$ cat config.mk
export PLATFORM = sky130hd
export DESIGN_NAME = mips_mult_hazard_unit
export DESIGN_NICKNAME = d
export VERILOG_FILES = /design/src/rtl/mips_pkg.sv /design/src/rtl/mips_mult_slot_pipe.sv /design/src/rtl/mips_mult_hazard_unit.sv
export SDC_FILE = /design/constraint.sdc
export NUM_CORES = 1
export LEC_CHECK = 0
export CAP_MARGIN = 20
export CORE_ASPECT_RATIO = 0.8
export CORE_MARGIN = 2
export CORE_UTILIZATION = 50
export CTS_CLUSTER_DIAMETER = 50
export CTS_CLUSTER_SIZE = 16
export DETAILED_ROUTE_END_ITERATION = 10
export DONT_BUFFER_PORTS = 1
export PLACE_DENSITY = 0.68
export SLEW_MARGIN = 20
export SYNTH_ARGS = -nofsm -noshare
export SYNTH_HDL_FRONTEND = slang
export SYNTH_SLANG_ARGS = --single-unit
$ cat constraint.sdc
create_clock -name clk -period 5.9 [get_ports clk]
set_input_delay 1.18 -clock clk [delete_from_list [all_inputs] [get_ports clk]]
set_output_delay 1.18 -clock clk [all_outputs]
set_load 0.01 [all_outputs]
$ cat src/rtl/mips_pkg.sv
// Shared types for the MIPS multiply hazard logic: in-flight multiply slot
// record and the slot index whose retire cycle matches an ALU write-back.
package mips_pkg;

    localparam int unsigned REG_ADDR_W = 5;

    typedef struct packed {
        logic                  valid;
        logic [REG_ADDR_W-1:0] dest;
    } mult_slot_t;

    // Slot K retires in the same cycle an ALU op issued now writes back.
    function automatic int unsigned wport_slot_idx(input int unsigned mult_lat,
                                                   input int unsigned alu_wb_dly);
        return mult_lat - 1 - alu_wb_dly;
    endfunction

endpackage

$ cat src/rtl/mips_mult_slot_pipe.sv
// Non-stalling shift pipeline of in-flight multiply destinations; slot[0] is
// loaded every cycle and slot[MULT_LAT-1] is the entry retiring this cycle.
module mips_mult_slot_pipe
    import mips_pkg::*;
#(
    parameter int unsigned MULT_LAT = 4
) (
    input  logic       clk,
    input  logic       rst_n,
    input  mult_slot_t load_slot,
    output mult_slot_t slots [MULT_LAT]
);

    always_ff @(posedge clk or negedge rst_n) begin
        if (!rst_n) begin
            for (int unsigned i = 0; i < MULT_LAT; i++) begin
                slots[i] <= '0;
            end
        end else begin
            slots[0] <= load_slot;
            for (int unsigned i = 1; i < MULT_LAT; i++) begin
                slots[i] <= slots[i-1];
            end
        end
    end

endmodule

$ cat src/rtl/mips_mult_hazard_unit.sv
// Decode-stage hazard unit for a fixed-latency pipelined multiplier: RAW and
// write-port stalls, optional WAW stall (MIPS_MULT_WAW_EN), stall counter.
module mips_mult_hazard_unit #(
    parameter int unsigned REG_ADDR_W = 5,
    parameter int unsigned MULT_LAT   = 4,
    parameter int unsigned ALU_WB_DLY = 2,
    parameter int unsigned CNT_W      = 16
) (
    input  logic                  clk,
    input  logic                  rst,
    input  logic                  issue_valid_D,
    input  logic                  mult_start_D,
    input  logic                  RegWrite_D,
    input  logic [REG_ADDR_W-1:0] reg_src_a_addr_D,
    input  logic [REG_ADDR_W-1:0] reg_src_b_addr_D,
    input  logic [REG_ADDR_W-1:0] reg_dest_addr_D,
    output logic                  stall,
    output logic                  stall_raw,
    output logic                  stall_wport,
    output logic                  mult_busy,
    output logic [CNT_W-1:0]      stall_cnt
`ifdef MIPS_MULT_WAW_EN
    ,
    output logic                  stall_waw
`endif
);

    import mips_pkg::*;

    localparam int unsigned K = wport_slot_idx(MULT_LAT, ALU_WB_DLY);

    mult_slot_t       slots [MULT_LAT];
    mult_slot_t       load_slot;
    logic             raw_hit;
    logic             busy_any;
    logic [CNT_W-1:0] cnt_q;

    mips_mult_slot_pipe #(
        .MULT_LAT (MULT_LAT)
    ) u_slot_pipe (
        .clk       (clk),
        .rst_n     (rst),
        .load_slot (load_slot),
        .slots     (slots)
    );

    // The last slot writes this cycle; write-before-read makes it hazard-free.
    always_comb begin
        raw_hit  = 1'b0;
        busy_any = 1'b0;
        for (int unsigned j = 0; j < MULT_LAT; j++) begin
            busy_any = busy_any | slots[j].valid;
            if (slots[j].valid && (j != MULT_LAT - 1)) begin
                if ((reg_src_a_addr_D != '0) && (slots[j].dest == reg_src_a_addr_D)) begin
                    raw_hit = 1'b1;
                end
                if ((reg_src_b_addr_D != '0) && (slots[j].dest == reg_src_b_addr_D)) begin
                    raw_hit = 1'b1;
                end
            end
        end
    end

    assign stall_raw   = rst & issue_valid_D & raw_hit;
    assign stall_wport = rst & issue_valid_D & RegWrite_D & ~mult_start_D & slots[K].valid;
    assign mult_busy   = rst & busy_any;

`ifdef MIPS_MULT_WAW_EN
    logic waw_hit;

    // Slots below K retire after an ALU op issued now would write.
    always_comb begin
        waw_hit = 1'b0;
        for (int unsigned j = 0; j < K; j++) begin
            if (slots[j].valid && (slots[j].dest == reg_dest_addr_D)) begin
                waw_hit = 1'b1;
            end
        end
    end

    assign stall_waw = rst & issue_valid_D & RegWrite_D & ~mult_start_D
                       & (reg_dest_addr_D != '0) & waw_hit;
    assign stall     = stall_raw | stall_wport | stall_waw;
`else
    assign stall     = stall_raw | stall_wport;
`endif

    always_comb begin
        load_slot       = '0;
        load_slot.valid = issue_valid_D & mult_start_D & ~stall;
        if (load_slot.valid) begin
            load_slot.dest = reg_dest_addr_D;
        end
    end

    always_ff @(posedge clk or negedge rst) begin
        if (!rst) begin
            cnt_q <= '0;
        end else if (stall && (cnt_q != '1)) begin
            cnt_q <= cnt_q + CNT_W'(1);
        end
    end

    assign stall_cnt = cnt_q;

endmodule
==> impl_metrics.tcl, run 1 <==
set metrics [dict create \
    status "finished, final reports clean" \
    numPortBuffers 0 \
    ys_seq_area_share_pct 50.3 \
    vias_per_cell 5.72 \
    critPathSlowestCell "or4_1" \
    grt_remaining_overflow 0 \
    finalSetupViolCount 0 \
    cpPeakStageDelay_ns 0.56 \
    gr-usage-all-layers_pct 19.9 \
    clkLatencyLatePin_ns 0.29 \
    dpl_worst_slack_ns 2.05 \
    core_area_sq_um 3380 \
    maxCapViolCount 0 \
    critical_path.endpoint_type "output pin" \
    cp.depth 7 \
    ir_drop_mv 0.176 \
    crit_chain "or4_1 -> nor2_2 -> nor4_1 -> o21ai_1 -> nand3_1 -> nand2b_4 -> and2_1" \
    io_pins 40 \
    finalHoldViolCount 0 \
    drt-total-wl_um 3520 \
    start_util_pct 51.6 \
    slew_headroom_pct 75.0 \
    drc 0 \
    antenna_found_initial 0 \
    critPathLaunchType "primary input" \
    postCtsHoldBufs 0 \
    fillers 301 \
    vias 1155 \
    dpl.hpwl_um 2700 \
    die_y_um 56.8 \
    rrSetupSlack_ns 3.64 \
    crit_family "simple AND/OR/NAND/NOR gates" \
    synth_top_area_share_pct 50.3 \
    synth_nets 174 \
    clock-sinks 35 \
    worstSetupPathType "in -> out" \
    dr.pass1.iters 4 \
    wl_per_cell_um 17.4 \
    critPathArrivalTime_ns 2.70 \
    yosysTopAreaCell "dfrtp_1" \
    wl_met3_um 256 \
    stdcell_count 202 \
    hp-class "reg -> reg" \
    syn_avg_cell_area_sq_um 11.4 \
    layout-drive-gt1-share_pct 12.5 \
    cts_tree "yes" \
    maxSlewViolCount 0 \
    rows 19 \
    cp_max_fo 4 \
    drtAntennaViolNets 0 \
    r2r-end "stall_cnt[8]$_DFFE_PN0P_" \
    fin_worst_skew_ns 0.00545 \
    clk_pin_slew_ns 0.06 \
    die_area_sq_um 3970 \
    yosysWarnings 0 \
    synth-seq-cells 35 \
    gp_congestion 0.973 \
    final_util_pct 55.2 \
    drt-met1-wl_um 1580 \
    ys.flop_type "dfrtp_1" \
    tns_ns 0 \
    cts_htree_levels 2 \
    grt_pass1_wl_um 5910 \
    cp_data_required_time_ns 4.72 \
    regArea_sq_um 876 \
    setup_slack_ns 2.02 \
    cts_resized 0 \
    leakage_nw 0.780 \
    ys_top_cells_by_area "dfrtp_1 50%, xnor2_1 16%, xor2_1 6.5%" \
    final_cell_mix "35 x dfrtp_1, 31 x xnor2_1, 13 x xor2_1, 10 x nand3_1, 8 x and2_1" \
    numCtsBuffers 5 \
    syn_inst 153 \
    holdPathStages 0 \
    wl_met2_um 1620 \
    fmax_ghz 0.258 \
    drt_iter0_drc 53 \
    cp_num_buf_inv 0 \
    r2r_cells 8 \
    rsz0062_at_grt "no" \
    clockBufferDepth 2 \
    multiInputGateArea_sq_um 846 \
    highest_layer "met4" \
    powerDensity_nw_per_um2 268 \
    synth_area_sq_um 1740 \
    cts_root_buffer "clkbuf_8" \
    min_period_ns 3.88 \
    crit_start "reg_src_a_addr_D[1]" \
    yosysUniqueCellTypes 26 \
    crit_end "stall" \
    area_delta_synth_final_pct 7.05 \
    r2r_start "stall_cnt[0]$_DFFE_PN0P_" \
    synthArstFlopShare_pct 100 \
    synth_edf_count 0 \
    final_common_cell "dfrtp_1" \
    final_nets 180 \
    cts_setup_buffers 0 \
    period_share_pct 65.7 \
    worst_pin_slew_ns 0.373 \
    antenna_cells 0 \
    place_inst 194 \
    grt_pass1_vias 1177 \
    die-width_um 70.0 \
    grt_max_degree 39 \
]
==> report_power, final <==
group          switching [mW]  leakage, nW  internal [mW]
combinational          0.0222        0.266         0.0257
sequential             0.0282        0.472          0.256
clock                  0.0839       0.0422         0.0828
total                   0.134        0.780          0.364
==> registers in the layout, summed over array words and instances, names as in the netlist <==
register / cells
stall_cnt: 16
u_slot_pipe.slots: 19
==> cell families after synthesis <==
kind of cell,Yosys count,share of synthesized area (%)
AOI/OAI and AO/OA,10,4.39
xor gates and xnor gates,44,22.1
buffers and inverters,3,1.08
DFF,35,50.3
and+or+nand+nor,60,21.4
adders and majority gates,1,0.719
==> metal layers <==
metal / vias up / track usage, %
li1: 541 / -
met1: 565 / 25.8
met2: 41 / 29.7
met3: 8 / 8.44
met4: 0 / 7.97
met5: - / 0
==> Yosys cell counts (all sizes together), types with 2 or more instances <==
cell type  number
inv             2
xor2           13
a31oi           3
dfrtp          35
nand2           8
and2            8
nor2            6
nor4            6
nand4           7
o21ai           4
nand3          15
xnor2          31
or4             2
and3            4
==> final cells by class <==
class,count,area share (%)
Sequential cell,35,47.0
Multi-Input combinational cell,115,45.4
Clock buffer,7,4.10
Tap cell,42,2.82
Inverter,2,0.403
Clock inverter,1,0.269
==> how the worst min path moves through the flow <==
stage / from / to / slack (ns)
CTS: u_slot_pipe.slots[11]$_DFF_PN0_ / u_slot_pipe.slots[5]$_DFF_PN0_ / 0.42
global route: u_slot_pipe.slots[11]$_DFF_PN0_ / u_slot_pipe.slots[5]$_DFF_PN0_ / 0.43
finish: u_slot_pipe.slots[23]$_DFF_PN0_ / u_slot_pipe.slots[17]$_DFF_PN0_ / 0.41
floorplan: u_slot_pipe.slots[23]$_DFF_PN0_ / u_slot_pipe.slots[17]$_DFF_PN0_ / 0.37
global placement: u_slot_pipe.slots[23]$_DFF_PN0_ / u_slot_pipe.slots[17]$_DFF_PN0_ / 0.40
detailed placement: u_slot_pipe.slots[11]$_DFF_PN0_ / u_slot_pipe.slots[5]$_DFF_PN0_ / 0.40
==> per-stage QoR <==
step	hold WS, ns	power, mW	cell area (sq um)
floorplan	0.371	0.322	1740
global placement	0.405	0.333	1780
detailed placement	0.400	0.336	1780
CTS	0.415	0.502	1860
global route	0.432	0.523	1860
finish	0.410	0.499	1860
No activity file was read; power rests on OpenSTA's default activity.
==> run 2, diff against run 1 <==
Settings changed: PLACE_DENSITY 0.68 to 0.71.
Clock period 5.9 ns to 3.45 ns, I/O delays scaled along.
==> run 2 against run 1 <==
Die area stayed put. Combinational power is 63% higher. First-iteration DRC count is 19% lower. Critical path type unchanged. Highest routed layer unchanged.
==> impl_metrics.tcl, run 2 (same netlist as run 1, synthesis figures left out) <==
set metrics [dict create \
    ir_drop_mv 0.205 \
    cp_data_required_time_ns 2.76 \
    cp_max_fo 4 \
    worst_pin_slew_ns 0.353 \
    critPathArrivalTime_ns 2.20 \
    fin_worst_skew_ns 0.00480 \
    final_cell_mix "35 x dfrtp_1, 31 x xnor2_1, 13 x xor2_1, 10 x nand3_1, 8 x and2_1" \
    grt_remaining_overflow 0 \
    hp-class "in -> async" \
    grt_pass1_wl_um 5860 \
    vias 1136 \
    status "finished, final reports clean" \
    clock-sinks 35 \
    powerDensity_nw_per_um2 456 \
    critical_path.endpoint_type "output pin" \
    grt_max_degree 39 \
    top_register "u_slot_pipe.slots" \
    cts_setup_buffers 0 \
    dr.pass1.iters 4 \
    gp_congestion 0.847 \
    p_int_mw 0.637 \
    fillers 282 \
    placed_cell_area_sq_um 1780 \
    wl_per_cell_um 17.2 \
    final_common_cell "dfrtp_1" \
    maxCapViolCount 0 \
    worstSetupPathType "in -> out" \
    leakage_nw 0.785 \
    die_y_um 56.8 \
    gr-usage-all-layers_pct 19.3 \
    drc 0 \
    numPortBuffers 0 \
    crit_chain "or4_1 -> nor2_2 -> nor4_1 -> o21ai_1 -> nand3_1 -> nand2b_4 -> and2_1" \
    r2r-end "stall_cnt[7]$_DFFE_PN0P_" \
    rrSetupSlack_ns 1.21 \
    cpPeakStageDelay_ns 0.53 \
    combPwrFrac_pct 9.1 \
    tns_ns 0 \
    cts_htree_levels 2 \
    fmax_ghz 0.346 \
    r2r_cells 8 \
    die-width_um 70.0 \
    p_seq_share_pct 57.0 \
    die_area_sq_um 3970 \
    crit_family "simple AND/OR/NAND/NOR gates" \
    finalSetupViolCount 0 \
    start_util_pct 51.6 \
    r2r_start "stall_cnt[1]$_DFFE_PN0P_" \
    power.switching_mw 0.215 \
    critPathLaunchType "primary input" \
    slew_headroom_pct 76.4 \
    rows 19 \
    cts_tree "yes" \
    clkPwrFrac_pct 33.9 \
    numCtsBuffers 5 \
    drtAntennaViolNets 0 \
    finish.instance_area_sq_um 1870 \
    switching_share_pct 25.2 \
    rsz0062_at_grt "no" \
    power.total_mw 0.852 \
    drt-total-wl_um 3470 \
    finalHoldViolCount 0 \
    largest_register_ffs 19 \
    vias_per_cell 5.65 \
    period_share_pct 83.7 \
    final_nets 180 \
    drt_iter0_drc 43 \
    clk_pin_slew_ns 0.07 \
    grt_pass1_vias 1217 \
    core_area_sq_um 3380 \
    io_pins 40 \
    cts_resized 0 \
    final_util_pct 55.4 \
    min_period_ns 2.89 \
    postCtsHoldBufs 0 \
    antenna_cells 0 \
    dpl.hpwl_um 2670 \
    cts_root_buffer "clkbuf_8" \
    layout-drive-gt1-share_pct 13.2 \
    cp_num_buf_inv 0 \
    area_delta_synth_final_pct 7.40 \
    maxSlewViolCount 0 \
    antenna_found_initial 0 \
    clkLatencyLatePin_ns 0.28 \
    clockBufferDepth 2 \
    critPathSlowestCell "or4_1" \
]
## run 2: cell count changes in the layout (fill, tap and decap cells not counted), sizes merged
cell,previous run,this run
clkbuf,7,6
## run 2: power groups by stage
stage          Sequential, mW  Clock [mW]  Combinational, mW
6_report                0.486       0.289             0.0778
5_1_grt                 0.489       0.320             0.0901
4_1_cts                 0.485       0.298             0.0793
3_5_place_dp            0.493           0             0.0783
3_3_place_gp            0.491           0             0.0761
2_1_floorplan           0.483           0             0.0680
## run 2: worst reg2reg max path, stage by stage, from the launching register on
cell	delay [ns]
dfrtp_1	0.47
ha_1	0.25
nand2_1	0.07
nor2_1	0.25
nand4_1	0.16
or3_1	0.44
o211a_4	0.24
nand4_1	0.15
xnor2_1	0.13
## run 2: cell type report
| cell class | instances | area, sq um | area share (%) |
|---|---|---|---|
| Inverter | 2 | 7.51 | 0.402 |
| Tap cell | 42 | 52.6 | 2.81 |
| Sequential cell | 35 | 876 | 46.9 |
| Clock buffer | 6 | 82.6 | 4.42 |
| Clock inverter | 1 | 5.00 | 0.268 |
| Multi-Input combinational cell | 115 | 846 | 45.2 |
## run 2: worst max path at each step
stage                   startpoint     to  slack (ns)  depth (start not counted)
2_1_floorplan  reg_src_a_addr_D[1]  stall        0.73                          7
3_3_place_gp   reg_src_a_addr_D[1]  stall        0.64                          7
3_5_place_dp   reg_src_b_addr_D[1]  stall        0.61                          7
4_1_cts        reg_src_b_addr_D[1]  stall        0.58                          7
5_1_grt        reg_src_b_addr_D[1]  stall        0.49                          7
6_report       reg_src_b_addr_D[1]  stall        0.56                          7
## run 2: per-layer routing
layer | global-route usage (%) | part of all wire [%]
met1 | 25.8 | 45
met2 | 27.1 | 45
met3 | 7.72 | 7.7
met4 | 9.62 | 2.7
met5 | 0 | 0
## run 2: per-stage QoR
step | std cells | hold slack [ns] | setup slack, ns
2_1_floorplan | 153 | 0.371 | 0.727
3_3_place_gp | 194 | 0.395 | 0.645
3_5_place_dp | 194 | 0.395 | 0.611
4_1_cts | 201 | 0.0898 | 0.577
5_1_grt | 201 | 0.0793 | 0.487
6_report | 201 | 0.101 | 0.563
==> run 3, diff against run 2 <==
Settings changed: PLACE_DENSITY 0.71 to 0.68.
Clock period 3.45 ns to 2.67 ns, I/O delays scaled along.
==> run 3 against run 2 <==
Cell count is 1.0% higher. Worst hold slack got worse by 0.026 ns. Combinational power up 53%. Cell area up 0.74%. Via count grew 4.4%. Utilization rose by 0.41 points. Flip-flop and latch count unchanged. Non-clock buffer count up 1. Highest routed layer unchanged.
==> impl_metrics.tcl, run 3 (same netlist as run 1, synthesis figures left out) <==
set metrics [dict create \
    status "finished, final reports clean" \
    critPathLaunchType "primary input" \
    whs_ns 0.0751 \
    tns_ns 0 \
    clkPwrFrac_pct 33.0 \
    gr-usage-all-layers_pct 20.0 \
    final_nets 181 \
    grt_pass1_vias 1189 \
    largest_register_ffs 19 \
    die-width_um 70.0 \
    dpl.hpwl_um 2700 \
    clock-sinks 35 \
    cts_setup_buffers 0 \
    numPortBuffers 0 \
    powerDensity_nw_per_um2 591 \
    final_common_cell "dfrtp_1" \
    wl_per_cell_um 17.7 \
    power.total_mw 1.11 \
    finalSetupViolCount 0 \
    finalHoldViolCount 0 \
    fin_worst_skew_ns 0.00546 \
    p_seq_share_pct 56.4 \
    maxSlewViolCount 0 \
    placed_cell_area_sq_um 1780 \
    core_area_sq_um 3380 \
    setup_slack_ns 0.0489 \
    die_area_sq_um 3970 \
    min_period_ns 2.62 \
    maxCapViolCount 0 \
    dr.pass1.iters 4 \
    clk_pin_slew_ns 0.07 \
    cp_data_required_time_ns 2.14 \
    drtAntennaViolNets 0 \
    ir_drop_mv 0.385 \
    worstSetupPathType "in -> out" \
    die_y_um 56.8 \
    cts_root_buffer "clkbuf_8" \
    rows 19 \
    vias 1186 \
    start_util_pct 51.6 \
    antenna_found_initial 0 \
    worst_pin_slew_ns 0.353 \
    postCtsHoldBufs 1 \
    combPwrFrac_pct 10.6 \
    rsz0062_at_grt "no" \
    dpl_worst_slack_ns 0.108 \
    drt_iter0_drc 63 \
    cts_htree_levels 2 \
    cts_tree "yes" \
    grt_max_degree 36 \
    leakage_nw 0.790 \
    switching_share_pct 27.4 \
    place_inst 194 \
    fmax_ghz 0.382 \
    period_share_pct 98.2 \
    drt-total-wl_um 3600 \
    slew_headroom_pct 76.4 \
    grt_pass1_wl_um 5950 \
    top_register "u_slot_pipe.slots" \
    drc 0 \
    layout-drive-gt1-share_pct 13.0 \
    final_cell_mix "35 x dfrtp_1, 31 x xnor2_1, 13 x xor2_1, 10 x nand3_1, 8 x and2_1" \
    cts_resized 0 \
    vias_per_cell 5.84 \
    clkLatencyLatePin_ns 0.29 \
    numCtsBuffers 5 \
    final_util_pct 55.8 \
    clockBufferDepth 2 \
    io_pins 40 \
    gp_congestion 0.973 \
    antenna_cells 0 \
    cp_max_fo 4 \
    grt_remaining_overflow 0 \
    power.switching_mw 0.306 \
    area_delta_synth_final_pct 8.20 \
    p_int_mw 0.808 \
    stdcell_count 203 \
    critPathArrivalTime_ns 2.09 \
    finish.instance_area_sq_um 1880 \
    hp-class "in -> async" \
    critical_path.endpoint_type "output pin" \
    r2r_cells 8 \
]
[run 3: cell types whose count changed in the layout (fill, tap and decap cells not counted)]
cell,previous run,this run
clkbuf_8,6,5
buf_12,0,1
clkbuf_1,0,2
[run 3: area by class of cell]
type / instances / area [sq um]
Inverter: 2 / 7.51
Clock buffer: 7 / 76.3
Tap cell: 42 / 52.6
Fill cell: 299 / 1490
Sequential cell: 35 / 876
Multi-Input combinational cell: 115 / 846
Timing Repair Buffer: 1 / 20.0
Clock inverter: 1 / 5.00
[run 3: worst paths after layout]
check                                                start                              end  slack (ns)
setup reg to reg                  stall_cnt[0]$_DFFE_PN0P_         stall_cnt[8]$_DFFE_PN0P_        0.41
hold / removal                                         rst         stall_cnt[0]$_DFFE_PN0P_        0.08
min in group clk                        reg_dest_addr_D[4]  u_slot_pipe.slots[22]$_DFF_PN0_        0.37
max in group asynchronous                              rst  u_slot_pipe.slots[10]$_DFF_PN0_        2.42
setup / recovery                       reg_src_a_addr_D[1]                            stall        0.05
hold reg to reg            u_slot_pipe.slots[23]$_DFF_PN0_  u_slot_pipe.slots[17]$_DFF_PN0_        0.41
[run 3: per-layer routing]
layer  up-vias  track usage, %  part of all wire [%]
met1       584            25.3                    44
met3        10            8.44                   7.5
li1        543               -                     -
met4         0            7.97                   2.0
met5         -               0                     0
met2        49            30.5                    46
[run 3: worst max-delay path, stage by stage]
cell	delay (ns)
or4_1	0.56
nor2_2	0.16
nor4_1	0.08
o21ai_1	0.20
nand3_1	0.15
nand2b_4	0.19
and2_1	0.21
[run 3: power by group through the flow]
stage	registers, mW	clock network, mW	logic [mW]
3_5_place_dp	0.638	0	0.105
6_report	0.628	0.368	0.119
3_3_place_gp	0.635	0	0.0994
2_1_floorplan	0.625	0	0.0878
5_1_grt	0.634	0.404	0.133
4_1_cts	0.628	0.375	0.121
==> edit 1: new RTL, flow settings as in run 3 <==
Put one more register stage on the output `stall_cnt`, cleared by the reset. The value now appears one clock later. The other outputs are not delayed to match.
--- a/src/rtl/mips_mult_hazard_unit.sv
+++ b/src/rtl/mips_mult_hazard_unit.sv
@@ -101,6 +101,12 @@
         end
     end
 
-    assign stall_cnt = cnt_q;
+    always_ff @(posedge clk or negedge rst) begin
+        if (!rst) begin
+            stall_cnt <= '0;
+        end else begin
+            stall_cnt <= cnt_q;
+        end
+    end
 
 endmodule
Function: changed (a bounded check fails within 4 cycles, from zero or initial values and one cycle with rst low).
==> edit 1 against run 3 <==
Routed wire length up 7.7%. Setup slack improved by 0.20 ns. Cell area increased by 25%. Power is 44% higher. Sequential cell count grew 16. Via count increased by 8.6%. Synthesized area increased by 22%. Worst hold slack got worse by 0.0067 ns. Critical path depth fell by 1. Critical path type unchanged.
==> edit 1: results (changes against run 3) <==
* Share of layout cells above drive strength 1: 10.6% (-2.5 points)
- Yosys cell types: 26 (unchanged)
- The number of levels in the clock H-tree is 2 (unchanged).
- Portion of the post-synthesis area used by sequential elements: 59.9% (+9.6 points)
- The count of cells resized by post-cts repair was 0 (unchanged).
- Vias/cell: 5.43 (-7.0%)
* Overall routed net length: 3870 um (+7.7%)
- The global-route usage over all layers came to 18.1% (-1.9 points).
- The routability congestion estimate from global placement was 0.913 (-6.2%).
- Hold Path Class: in2async
- The global-route wire length before repair was 6720 um (+13%).
- Most frequent cell after synthesis: sky130_fd_sc_hd__dfrtp_1
- Diodes inserted: 0 (unchanged)
- The total placed cells including tap cells was 228 (+18%).
- Router iterations before antenna repair: 4 (unchanged)
- In the final layout, the registers with the most flip-flops are u_slot_pipe.slots x19, cnt_q x16, stall_cnt x16.
- The data arrival time of the critical path was 1.88 ns (-0.21 ns).
- CTS placed an instance of sky130_fd_sc_hd__clkbuf_8 at the clock tree root.
* Slowest stage delay, CP: 0.52 ns (-0.04 ns)
* Cell internal pwr: 1.25 mW (+54%)
- The average wire per cell in the routed design was 16.3 um (-7.7%).
- The static leakage power was 1.03 nW (+30%).
- The pin count of the biggest net entering global routing was 52 (+44%).
- The later pin in the worst-skew pair is clocked with a latency of about 0.3 ns.
* Clock slew at the register clock pins of the worst setup and hold paths: 0.09 ns (+0.02 ns)
* HPWL Detailed: 2810 um (+3.9%)
- Max clock buf depth: 2 (unchanged)
- The flow ran to the end, and the final reports show no timing, DRC or antenna violations.
* # port buffers: 0 (unchanged)
- Worst voltage drop across the vdd grid: 0.000349 V (-9.2%)
* Number of nets at the end of the flow: 200 (+10%)
- Biggest area contributors in the synthesized netlist: sky130_fd_sc_hd__dfrtp_1, sky130_fd_sc_hd__xnor2_1, sky130_fd_sc_hd__xor2_1, sky130_fd_sc_hd__nand3_1, sky130_fd_sc_hd__nand3_2
- Highest-delay cell along the critical path: sky130_fd_sc_hd__or4_1
* Vias in the first global route: 1341 (+13%)
- Count of routing violations after the opening detailed-route iteration: 70 (+11%)
* Instance count of the mapped netlist: 172 (+12%)
- The setup slack on the worst flop-to-flop path came to 0.51 ns (+0.10 ns).
- The net count of the mapped netlist came to 193 (+11%).
* Slew @ Worst Pin: 0.538 ns (+0.185 ns)
- Worst reg2reg path endpoint: cnt_q[13]$_DFFE_PN0P_
* Peak fanout along the critical path: 4 (unchanged)
- The worst reg-to-reg path cell count was 9 (+1).
* Async set-reset flop share out of synthesis: 100% (unchanged)
- Total CTS buffers: 5 (unchanged)
- In this run the critical register-to-register path is launched from u_slot_pipe.slots[9]$_DFF_PN0_.
- The setup clock skew after layout was 0.00668 ns (+0.00123 ns).
- In the synthesized netlist, the cells that appear most often are sky130_fd_sc_hd__dfrtp_1, sky130_fd_sc_hd__xnor2_1, sky130_fd_sc_hd__nand3_1.
* Yosys warns: 0 (unchanged)
## edit 1: changes by cell type after synthesis, sizes merged, moves of 3 or more
cell	run 3	this run
and2	8	5
and3	4	7
dfrtp	35	51
nand3	15	18
nor2	6	9
## edit 1: layout make-up
cell class / count / area, sq um
Sequential cell: 51 / 1280
Multi-Input combinational cell: 116 / 817
Timing Repair Buffer: 4 / 50.0
Fill cell: 361 / 1800
Clock buffer: 6 / 72.6
Inverter: 1 / 3.75
Clock inverter: 2 / 60.1
Tap cell: 57 / 71.3
## edit 1: what timing repair did
action                                  in CTS  in global routing
setup buffers                                0                  0
endpoints found under the hold margin       51                  0
hold buffers                                 1                  0
endpoints found under the setup margin       0                  0
## edit 1: metrics by stage
step,instance area (sq um),hold slack (ns),total power [mW],setup slack [ns],util (%)
3_3_place_gp,2190,0.240,0.978,0.265,52.8
2_1_floorplan,2130,0.238,0.949,0.0770,-
3_5_place_dp,2190,0.240,0.980,0.184,52.8
4_1_cts,2350,0.0787,1.62,0.260,56.6
5_1_grt,2350,0.0789,1.68,0.0926,56.6
6_report,2350,0.0684,1.60,0.254,56.6
## edit 1: worst max path at each step
stage,start,to,slack [ns],cells past startpoint
4_1_cts,reg_src_b_addr_D[1],stall,0.26,6
3_3_place_gp,reg_src_a_addr_D[1],cnt_q[1]$_DFFE_PN0P_,0.27,8
2_1_floorplan,reg_src_a_addr_D[1],stall,0.08,8
3_5_place_dp,reg_src_b_addr_D[1],cnt_q[1]$_DFFE_PN0P_,0.18,8
5_1_grt,reg_src_b_addr_D[1],stall,0.09,6
6_report,reg_src_b_addr_D[1],stall,0.25,6
## edit 1: power groups by stage
stage	registers [mW]	logic [mW]	clock network, mW
after detailed placement	0.892	0.0881	0
after global routing	0.888	0.119	0.669
after floorplan	0.876	0.0729	0
after global placement	0.893	0.0843	0
after CTS	0.879	0.109	0.632
final	0.877	0.105	0.617
## edit 1: metal layers
metal / vias to the layer above / share of wire, % / global-route usage [%]
li1: 593 / - / -
met1: 645 / 48 / 25.3
met2: 41 / 44 / 25.9
met3: 9 / 7.0 / 7.08
met4: 0 / 1.5 / 6.70
met5: - / 0 / 0
## edit 1: kinds of logic (layout without fill, tap and decap cells)
kind of cell / count (synthesis) / in the layout / share of synthesized area (%)
XOR/XNOR: 45 / 45 / 18.5
adder cells (fa/ha/maj): 1 / 1 / 0.587
flip-flops: 51 / 51 / 59.9
multiplexers: 1 / 1 / 0.528
AO/OA/AOI/OAI: 6 / 6 / 1.76
AND/OR/NAND/NOR: 63 / 63 / 17.0
buffers and inverters: 5 / 13 / 1.76
## edit 1: worst max-delay path: cells and delay by family
family / cells / cell delay [ns]
AND/OR/NAND/NOR: 4 / 1.11
AO/OA/AOI/OAI: 2 / 0.22
==> edit 2: new RTL, settings of run 3 <==
Without the edit above. Add a define of `MIPS_MULT_WAW_EN`.
--- a/src/rtl/mips_mult_hazard_unit.sv
+++ b/src/rtl/mips_mult_hazard_unit.sv
@@ -1,5 +1,7 @@
 // Decode-stage hazard unit for a fixed-latency pipelined multiplier: RAW and
 // write-port stalls, optional WAW stall (MIPS_MULT_WAW_EN), stall counter.
+`define MIPS_MULT_WAW_EN
+
 module mips_mult_hazard_unit #(
     parameter int unsigned REG_ADDR_W = 5,
     parameter int unsigned MULT_LAT   = 4,
Formal check against the unedited RTL (old outputs only; new: stall_waw): not equivalent (a bounded check fails within 4 cycles, from zero or initial values and one cycle with rst low).
==> edit 2 against run 3 <==
Via count grew 5.1%. Clock skew up 0.0031 ns. Setup slack better by 0.091 ns. Sequential power is 3% lower. Cell count increased by 5.4%. Sequential share of layout area down 1.5 points. First-iteration DRC count is 65% higher. Routed wire length is 6.2% higher. Critical path type unchanged. Synthesized area increased by 2.7%. Critical path depth is the same. Sequential cell count stayed put. Cell area is 3.3% higher. Power is 2.5% lower.
==> edit 2: results (changes against run 3) <==
- The register share of total power is 56.2% (-0.2 points).
- Portion of the post-synthesis area used by sequential elements: 49.0% (-1.3 points)
- By area the synthesized netlist is led by sky130_fd_sc_hd__dfrtp_1, sky130_fd_sc_hd__xor2_1, sky130_fd_sc_hd__xnor2_1, sky130_fd_sc_hd__nand3_1, sky130_fd_sc_hd__nor4_1.
- The met2 track demand over resource was 28.4% (-2.0 points).
- The number of multi-input logic gates is 122 (+6.1%).
- The commonest cells after synthesis are sky130_fd_sc_hd__dfrtp_1, sky130_fd_sc_hd__xor2_1, sky130_fd_sc_hd__xnor2_1.
- The routability congestion estimate from global placement came to 0.880 (-9.6%).
* Routed wire length on met2: 1620 um (-2.0%)
- Final design area excluding fillers: 0.00194 sq mm (+3.3%)
* Post-Place Cell Area: 0.00184 sq mm (+3.4%)
* Width of the chip: 70.8 um (+1.3%)
- The count of plain and timing-repair buffers is 4 (+3).
- Result of the run: finished, final reports clean
* Share of cell area taken by multi-input logic gates: 45.3% (+0.39 points)
- Avg WL per Cell: 17.8 um (+0.71%)
- Routed length on met1: 1850 um (+16%)
- Fraction of met1 tracks used by global routing: 30.2% (+4.9 points)
- Arrival time at the worst endpoint: 2.00 ns (-0.09 ns)
- The via count of the first global-routing pass is 1253 (+5.4%).
* Worst-case headroom to the max-slew limit: 67.9% (-8.5 points)
* Share of layout cells above drive strength 1: 10.5% (-2.6 points)
* Multiplexer fraction of the synthesized cell area: 0.630% (+0.63 points)
* Worst clock skew: 0.00859 ns (+0.00313 ns)
- The final net count was 192 (+6.1%).
- The count of inverters other than clock inverters in the layout is 3 (+1).
* First-pass GRT wire length: 6310 um (+5.9%)
- Non-Filler Instances: 214 (+5.4%)
- Leakage Power: 0.882 nW (+12%)
* Total global-route track usage: 20.4% (+0.36 points)
* Area fraction in compound gates after synthesis: 3.71% (-0.67 points)
- The switching part of the total came to 26.4% (-1.0 points).
## edit 2: changes by cell type in the layout (fill, tap and decap cells not counted), moves of 3 or more
| cell | change |
|---|---|
| sky130_fd_sc_hd__a31oi_1 | -3 |
| sky130_fd_sc_hd__buf_4 | +3 |
| sky130_fd_sc_hd__nand2_2 | -3 |
| sky130_fd_sc_hd__nand3_1 | +5 |
| sky130_fd_sc_hd__nand3_2 | -5 |
| sky130_fd_sc_hd__nand4_1 | -6 |
| sky130_fd_sc_hd__nor2_1 | +5 |
| sky130_fd_sc_hd__nor3_1 | +3 |
| sky130_fd_sc_hd__nor3_2 | +3 |
| sky130_fd_sc_hd__nor4_1 | +3 |
| sky130_fd_sc_hd__xnor2_1 | -7 |
| sky130_fd_sc_hd__xor2_1 | +12 |
## edit 2: critical path, stage by stage
cell                      delay, ns
sky130_fd_sc_hd__or4_1         0.53
sky130_fd_sc_hd__nor2_1        0.23
sky130_fd_sc_hd__nor4_1        0.10
sky130_fd_sc_hd__o21ai_1       0.16
sky130_fd_sc_hd__a31oi_2       0.16
sky130_fd_sc_hd__nor2_1        0.18
sky130_fd_sc_hd__inv_1         0.10
## edit 2: final timing paths
check | from | end | slack (ns) | cells past startpoint
setup / recovery | reg_src_b_addr_D[1] | stall | 0.14 | 7
hold reg to reg | u_slot_pipe.slots[16]$_DFF_PN0_ | u_slot_pipe.slots[10]$_DFF_PN0_ | 0.43 | 0
min in group clk | reg_dest_addr_D[2] | u_slot_pipe.slots[20]$_DFF_PN0_ | 0.38 | 1
hold / removal | rst | u_slot_pipe.slots[14]$_DFF_PN0_ | 0.08 | 1
setup reg to reg | stall_cnt[4]$_DFFE_PN0P_ | stall_cnt[7]$_DFFE_PN0P_ | 0.25 | 7
max in group asynchronous | rst | u_slot_pipe.slots[23]$_DFF_PN0_ | 2.41 | 1
